==> src/rtl/reg_bank_arb.sv <==
//==============================================================================
// Module  : reg_bank_arb
// Purpose : Two-requester write arbiter for a four-entry 8-bit register bank.
// Revision: 1.0 - initial release
//==============================================================================
`default_nettype none

module reg_bank_arb #(
    parameter int FIXED_PRIO = 0
) (
    input  logic       clock,
    input  logic       reset_N,
    input  logic       req_a,
    input  logic [1:0] addr_a,
    input  logic [7:0] data_a,
    output logic       ack_a,
    input  logic       req_b,
    input  logic [1:0] addr_b,
    input  logic [7:0] data_b,
    output logic       ack_b,
    output logic [3:0] wr_en,
    output logic [7:0] wr_data,
    output logic       busy
);

    localparam logic [1:0] IDLE  = 2'd0;
    localparam logic [1:0] WRITE = 2'd1;
    localparam logic [1:0] ACK   = 2'd2;

    localparam logic FIXED = (FIXED_PRIO != 0);

    logic [1:0] state;
    logic       sel_a;
    logic       last_a;

    logic       grant_a;
    logic [1:0] addr_sel;
    logic [7:0] data_sel;
    logic [3:0] addr_dec;

    // A wins when alone, or on a tie when prioritised or when B was served last.
    always_comb begin
        grant_a  = req_a && (!req_b || FIXED || !last_a);
        addr_sel = grant_a ? addr_a : addr_b;
        data_sel = grant_a ? data_a : data_b;
        addr_dec = 4'b0001 << addr_sel;
    end

    always_ff @(posedge clock or negedge reset_N) begin
        if (!reset_N) begin
            state   <= IDLE;
            sel_a   <= 1'b0;
            last_a  <= 1'b0;
            wr_en   <= 4'b0000;
            wr_data <= 8'h00;
            ack_a   <= 1'b0;
            ack_b   <= 1'b0;
            busy    <= 1'b0;
        end else begin
            case (state)
                IDLE: begin
                    ack_a <= 1'b0;
                    ack_b <= 1'b0;
                    if (req_a || req_b) begin
                        state   <= WRITE;
                        busy    <= 1'b1;
                        sel_a   <= grant_a;
                        last_a  <= grant_a;
                        wr_en   <= addr_dec;
                        wr_data <= data_sel;
                    end
                end
                WRITE: begin
                    state <= ACK;
                    wr_en <= 4'b0000;
                    ack_a <= sel_a;
                    ack_b <= !sel_a;
                end
                ACK: begin
                    state <= IDLE;
                    busy  <= 1'b0;
                    ack_a <= 1'b0;
                    ack_b <= 1'b0;
                end
                default: begin
                    state <= IDLE;
                    busy  <= 1'b0;
                    wr_en <= 4'b0000;
                    ack_a <= 1'b0;
                    ack_b <= 1'b0;
                end
            endcase
        end
    end

endmodule

`default_nettype wire
==> config.mk <==
export PLATFORM = sky130hd
export DESIGN_NAME = reg_bank_arb
export DESIGN_NICKNAME = d
export VERILOG_FILES = /design/src/rtl/reg_bank_arb.sv
export SDC_FILE = /design/constraint.sdc
export NUM_CORES = 1
export LEC_CHECK = 0
export BUFFER_PORTS_ARGS = -buffer_cell sky130_fd_sc_hd__buf_2
export CORE_MARGIN = 1
export CORE_UTILIZATION = 40
export CTS_BUF_LIST = sky130_fd_sc_hd__clkbuf_4 sky130_fd_sc_hd__clkbuf_8
export DETAILED_ROUTE_END_ITERATION = 7
export PLACE_DENSITY = 0.77
export SKIP_LAST_GASP = 1
export SYNTH_ARGS = -nofsm -noshare
export SYNTH_HDL_FRONTEND = slang
export SYNTH_SLANG_ARGS = --single-unit
==> constraint.sdc <==
create_clock -name clock -period 3.1 [get_ports clock]
set_input_delay 0.465 -clock clock [delete_from_list [all_inputs] [get_ports clock]]
set_output_delay 0.465 -clock clock [all_outputs]
set_load 0.02 [all_outputs]
==> summary.md, run 1 <==
| Metric | Value |
|---|---|
| Vias per cell | `5.19` |
| Core ar. | `0.00219 sq mm` |
| YS warnings | `0` |
| ANT nets after route | `0` |
| HPWL after DPL | `1430 microns` |
| Minimum clock period | `1.81 ns` |
| CP required | `3.28 ns` |
| Buffers & Inverters on Critical Path | `0` |
| Worst setup EP type | `register` |
| Routability Congestion | `0.726` |
| Clock Tree Buf Depth | `2` |
| Finished Cell Area | `0.00115 sq mm` |
| Pwr/cell area | `908 mW/mm^2` |
| Setup Buffers After CTS | `0` |
| Hold Buf Count CTS | `0` |
| Rows | `17` |
| Status | `finished, final reports clean` |
| H-tree levels | `1` |
| Max cap viols | `0` |
| Largest net degree at the start of global routing | `19` |
| Final wirelength | `1850 microns` |
| Final nets | `132` |
| Cells after synthesis | `67` |
| Reg2reg end | `wr_data[3]` |
| Initial antenna violation count | `0` |
| Placed cell areas | `0.00113 sq mm` |
| Crit path top cell by count | `mux2_4` |
| Worst setup SP type | `register` |
| Die X | `50.0 microns` |
| Die extent in y | `50.0 microns` |
| Worst Reg-to-Reg Cells | `3` |
| All-Layer GR Usage | `0.164` |
| WP data arrival | `1.99 ns` |
| TritonRoute pass-1 iters | `4` |
| Synthesis-stage register bit count | `18` |
| Num CTS Buffers | `3` |
| Sequential area share after synthesis | `0.489` |
| Vias in the first global route | `638` |
| Worst Tran Pin Value | `0.777 ns` |
| Setup-failing EPs final | `0` |
| Mapped cell area | `921 sq um` |
| Total placed cells including tap cells | `131` |
| Final Hold Vio Count | `0` |
| Final non-filler cell total | `134` |
| Total power | `1040 uW` |
| Crit path max fanout | `10` |
| GRT overflow | `0` |
| Clock Skews | `0.00791 ns` |
| VDD IR max | `0.495 mV` |
| Reg-to-reg startpoint | `last_a` |
| CP top delay family | `compound AO/OA/AOI/OAI gates` |
| ANT cells | `0` |
| Crit-path max cell delay | `0.63 ns` |
| Area Overhead vs Synth | `24.9%` |
| Worst setup margin | `1.29 ns` |
| Most frequent cells in the layout | `buf_2 (38), dfrtp_1 (18), mux2_4 (16)` |
| DR WL/cell | `13.8 microns` |
| I/O Buffers | `38` |
| DRC Markers | `0` |
| Pleak | `0.000592 uW` |
| Synth unique cells | `22` |
| DR iter-0 viols | `14` |
| Boundary Pins | `39` |
| Setup TNS | `0 ns` |
| First-pass GRT wire length | `3020 microns` |
| PostCTS Resize Cnt | `0` |
| WS Path Type | `reg2reg` |
| CTS tree | `yes` |
| Unrepaired setup endpoints after global routing | `no` |
| Initial Util | `0.420` |
| Slowest cell on crit path | `a21boi_2` |
| Root Driver | `clkbuf_4` |
| Clk_lat worst skew | `0.29 ns` |
| Reg-to-reg slack, setup | `1.29 ns` |
| HP Class | `in2async` |
| Post-Synthesis Net Count | `91` |
| CP Cell Sequence | `a21boi_2, mux2_4, mux2_4` |
| Commonest non-fill, non-tap cell in the layout | `buf_2` |
| Worst slew margin | `0.479` |
| Vias | `695` |
| Fin. max-slew vios | `0` |
| Avg Cell Area, Syn | `13.7 sq um` |
| Place WS | `1.09 ns` |
| Layout cells sized above 1 | `0.566` |
| Clk sinks | `18` |
| Clock Pin Slew Worst Setup and Hold Paths | `0.10 ns` |
| Die Area | `0.00250 sq mm` |
| Tcrit/Tclk final | `0.584` |
| Fmax achieved | `0.553 GHz` |
cell families after synthesis:
kind of cell           share of synthesized area
buffers and inverters                     0.0326
AND/OR/NAND/NOR                            0.102
multiplexers                               0.283
flip-flops                                 0.489
AO/OA/AOI/OAI                             0.0938
worst register-to-register path, stage by stage (launching register included):
cell,delay [ns]
dfrtp_1,0.46
a21boi_2,0.63
mux2_4,0.36
mux2_4,0.26
worst max path at each step:
stage	start	to	slack, ns	depth (start not counted)
2_1_floorplan	req_a	wr_data[0]	1.66	4
3_3_place_gp	req_b	wr_data[0]	1.13	4
6_report	last_a	wr_data[3]	1.29	3
4_1_cts	last_a	wr_data[3]	1.26	3
5_1_grt	last_a	wr_data[3]	1.23	3
3_5_place_dp	req_b	wr_data[3]	1.09	4
report_power, final:
part,internal [uW],switching (uW)
Clock,45.1,68.1
Sequential,339,78.2
Combinational,256,258
sequential cells by signal (all words and copies together), names as in the netlist:
signal,count
ack_a,1
wr_data,8
ack_b,1
last_a,1
state,2
busy,1
wr_en,4
synth_stat cells:
cell	instances	share of area
a21oi_1	2	0.011
buf_6	1	0.012
o21a_2	1	0.0095
mux2i_1	2	0.022
o21bai_1	1	0.0082
o221ai_1	2	0.019
nand2_1	1	0.0041
a21boi_2	1	0.012
nand4_1	2	0.014
dfrtp_1	18	0.49
buf_4	1	0.0082
and2_1	1	0.0068
o41ai_1	2	0.019
inv_1	3	0.012
a31oi_1	1	0.0068
nor2_2	1	0.0068
nor2_1	1	0.0041
a21o_1	1	0.0082
nand3b_1	4	0.033
nor2b_1	4	0.027
nand2b_1	1	0.0068
mux2_4	16	0.26
layer usage:
metal  vias to the layer above  share of wire  global-route usage
li1                        325              -                   -
met5                         -              0                   0
met1                       340           0.47               0.211
met2                        30           0.46               0.258
met4                         0              0              0.0143
met3                         0          0.077              0.0772
stage by stage:
stage | util | hold slack [ns]
floorplan | - | 0.169
global placement | 0.515 | 0.408
detailed placement | 0.515 | 0.417
CTS | 0.525 | 0.0903
global route | 0.525 | 0.0898
finish | 0.525 | 0.0854
cell type report:
cell class | instances | area (sq um)
Multi-Input combinational cell | 44 | 440
Fill cell | 192 | 1040
Tap cell | 28 | 35.0
Timing Repair Buffer | 38 | 190
Inverter | 3 | 11.3
Clock buffer | 3 | 22.5
Sequential cell | 18 | 450
No activity file was read; power rests on OpenSTA's default activity.
==> inputs of run 2 (changes only) <==
clock period = 1.9 ns   (was 3.1 ns; I/O delays follow)
==> run 2 against run 1 <==
Net effect:
- utilization grew 1.4 points
- clock power grew 110%
- total power grew 69%
- critical endpoint is now wr_data[6]
- wire length shrank 2.4%
- sequential power grew 63%
- via count grew 0.14%
- setup slack lost 0.93 ns
- die area is the same
- sequential share of layout area shrank 1.0 points
- global-route usage shrank 0.29 points
- highest routed layer unchanged
- cell count grew 2.2%
==> summary.md, run 2 (synthesized netlist as in run 1, its figures left out) <==
| Metric | Value |
|---|---|
| CP Cell Sequence | `a21boi_2, buf_4, mux2_4, mux2_4` |
| Die X | `50.0 microns` |
| Most flops, register | `wr_data` |
| Worst setup EP type | `register` |
| Boundary Pins | `39` |
| Rows | `17` |
| Final nets | `134` |
| Vias | `696` |
| Final wirelength | `1800 microns` |
| Largest registers | `wr_data x8, wr_en x4, state x2` |
| DR iter-0 viols | `10` |
| ANT nets after route | `0` |
| Hold_ws | `0.256 ns` |
| Num CTS Buffers | `3` |
| Crit path top cell by count | `mux2_4` |
| Worst Tran Pin Value | `0.402 ns` |
| Die Area | `0.00250 sq mm` |
| Slowest cell on crit path | `dfrtp_1` |
| ANT cells | `0` |
| Clk_lat worst skew | `0.28 ns` |
| Fmax achieved | `0.650 GHz` |
| Number of fill cells | `192` |
| Clk sinks | `18` |
| Max cap viols | `0` |
| Most frequent cells in the layout | `buf_2 (38), dfrtp_1 (18), mux2_4 (16)` |
| Commonest non-fill, non-tap cell in the layout | `buf_2` |
| Setup Buffers After CTS | `0` |
| Layout cells sized above 1 | `0.569` |
| TritonRoute pass-1 iters | `4` |
| Clock Skews | `0.00185 ns` |
| Clock Tree Buf Depth | `2` |
| CTS tree | `yes` |
| HP Class | `in2reg` |
| Vias in the first global route | `685` |
| First-pass GRT wire length | `3010 microns` |
| CP required | `2.08 ns` |
| WP data arrival | `1.72 ns` |
| Crit-path max cell delay | `0.46 ns` |
| Fin. max-slew vios | `0` |
| Vias per cell | `5.08` |
| Max reg flops | `8` |
| Clock Pin Slew Worst Setup and Hold Paths | `0.10 ns` |
| Pleak | `0.000609 uW` |
| Place WS | `0.374 ns` |
| HPWL after DPL | `1370 microns` |
| Die extent in y | `50.0 microns` |
| Worst setup margin | `0.362 ns` |
| Worst setup SP type | `register` |
| Status | `finished, final reports clean` |
| Setup TNS | `0 ns` |
| Root Driver | `clkbuf_4` |
| H-tree levels | `1` |
| Area Overhead vs Synth | `28.3%` |
| I/O Buffers | `38` |
| Tcrit/Tclk final | `0.809` |
| Final Hold Vio Count | `0` |
| DRC Markers | `0` |
| DR WL/cell | `13.2 microns` |
| Pwr/cell area | `1490 mW/mm^2` |
| CP top delay family | `multiplexers` |
| Worst slew margin | `0.732` |
| Setup-failing EPs final | `0` |
| WS Path Type | `reg2reg` |
| Initial antenna violation count | `0` |
| Unrepaired setup endpoints after global routing | `no` |
| Largest net degree at the start of global routing | `19` |
| VDD IR max | `0.957 mV` |
| Finished Cell Area | `0.00118 sq mm` |
| Core ar. | `0.00219 sq mm` |
| Routability Congestion | `0.764` |
| Minimum clock period | `1.54 ns` |
| Placed cell areas | `0.00113 sq mm` |
| Buffers & Inverters on Critical Path | `1` |
| All-Layer GR Usage | `0.161` |
| Crit path max fanout | `10` |
| GRT overflow | `0` |
| Initial Util | `0.420` |
==> run 2: final timing paths <==
check / start / slack [ns] / endpoint / cells past startpoint
worst max-delay path: last_a / 0.36 / wr_data[6] / 4
worst min-delay path: addr_b[0] / 0.26 / wr_en[2] / 2
worst max register to register: last_a / 0.36 / wr_data[6] / 4
worst min register to register: busy / 0.49 / busy / 1
max in group asynchronous: reset_N / 1.17 / wr_data[4] / 2
min in group asynchronous: reset_N / 0.44 / wr_data[0] / 2
==> run 2: metrics by stage <==
stage          std cells  power, uW  utilization
3_5_place_dp         132       1540        0.518
4_1_cts              137       1780        0.539
3_3_place_gp         132       1520        0.518
5_1_grt              137       1880        0.539
6_report             137       1760        0.539
2_1_floorplan         67       1300            -
==> run 2: worst register-to-register path: stages, from the launching register on <==
cell	delay, ns
dfrtp_1	0.46
a21boi_2	0.16
buf_4	0.23
mux2_4	0.32
mux2_4	0.26
==> run 2: cell type report <==
type	instances	area, sq um	area share
inverters	3	11.3	0.00953
clock buffers	4	36.3	0.0307
well taps	28	35.0	0.0297
repair buffers	40	208	0.176
multi-input cells	44	440	0.373
flip-flops and latches	18	450	0.381
==> run 2: per-layer routing <==
| layer | wire (microns) | GRT usage |
|---|---|---|
| met1 | 858 | 0.193 |
| met2 | 819 | 0.280 |
| met3 | 125 | 0.0340 |
| met4 | 0 | 0.0571 |
| met5 | 0 | 0 |
==> run 2: timing repair <==
action / in CTS / in global routing
hold buffers: 1 / 0
endpoints found under the hold margin: 18 / 0
gates resized for setup: 0 / 0
==> run 2: report_power, final <==
group	total (uW)	switching, uW	internal [uW]
clock	232	116	117
combinational	852	429	422
sequential	681	127	553
total	1760	672	1090
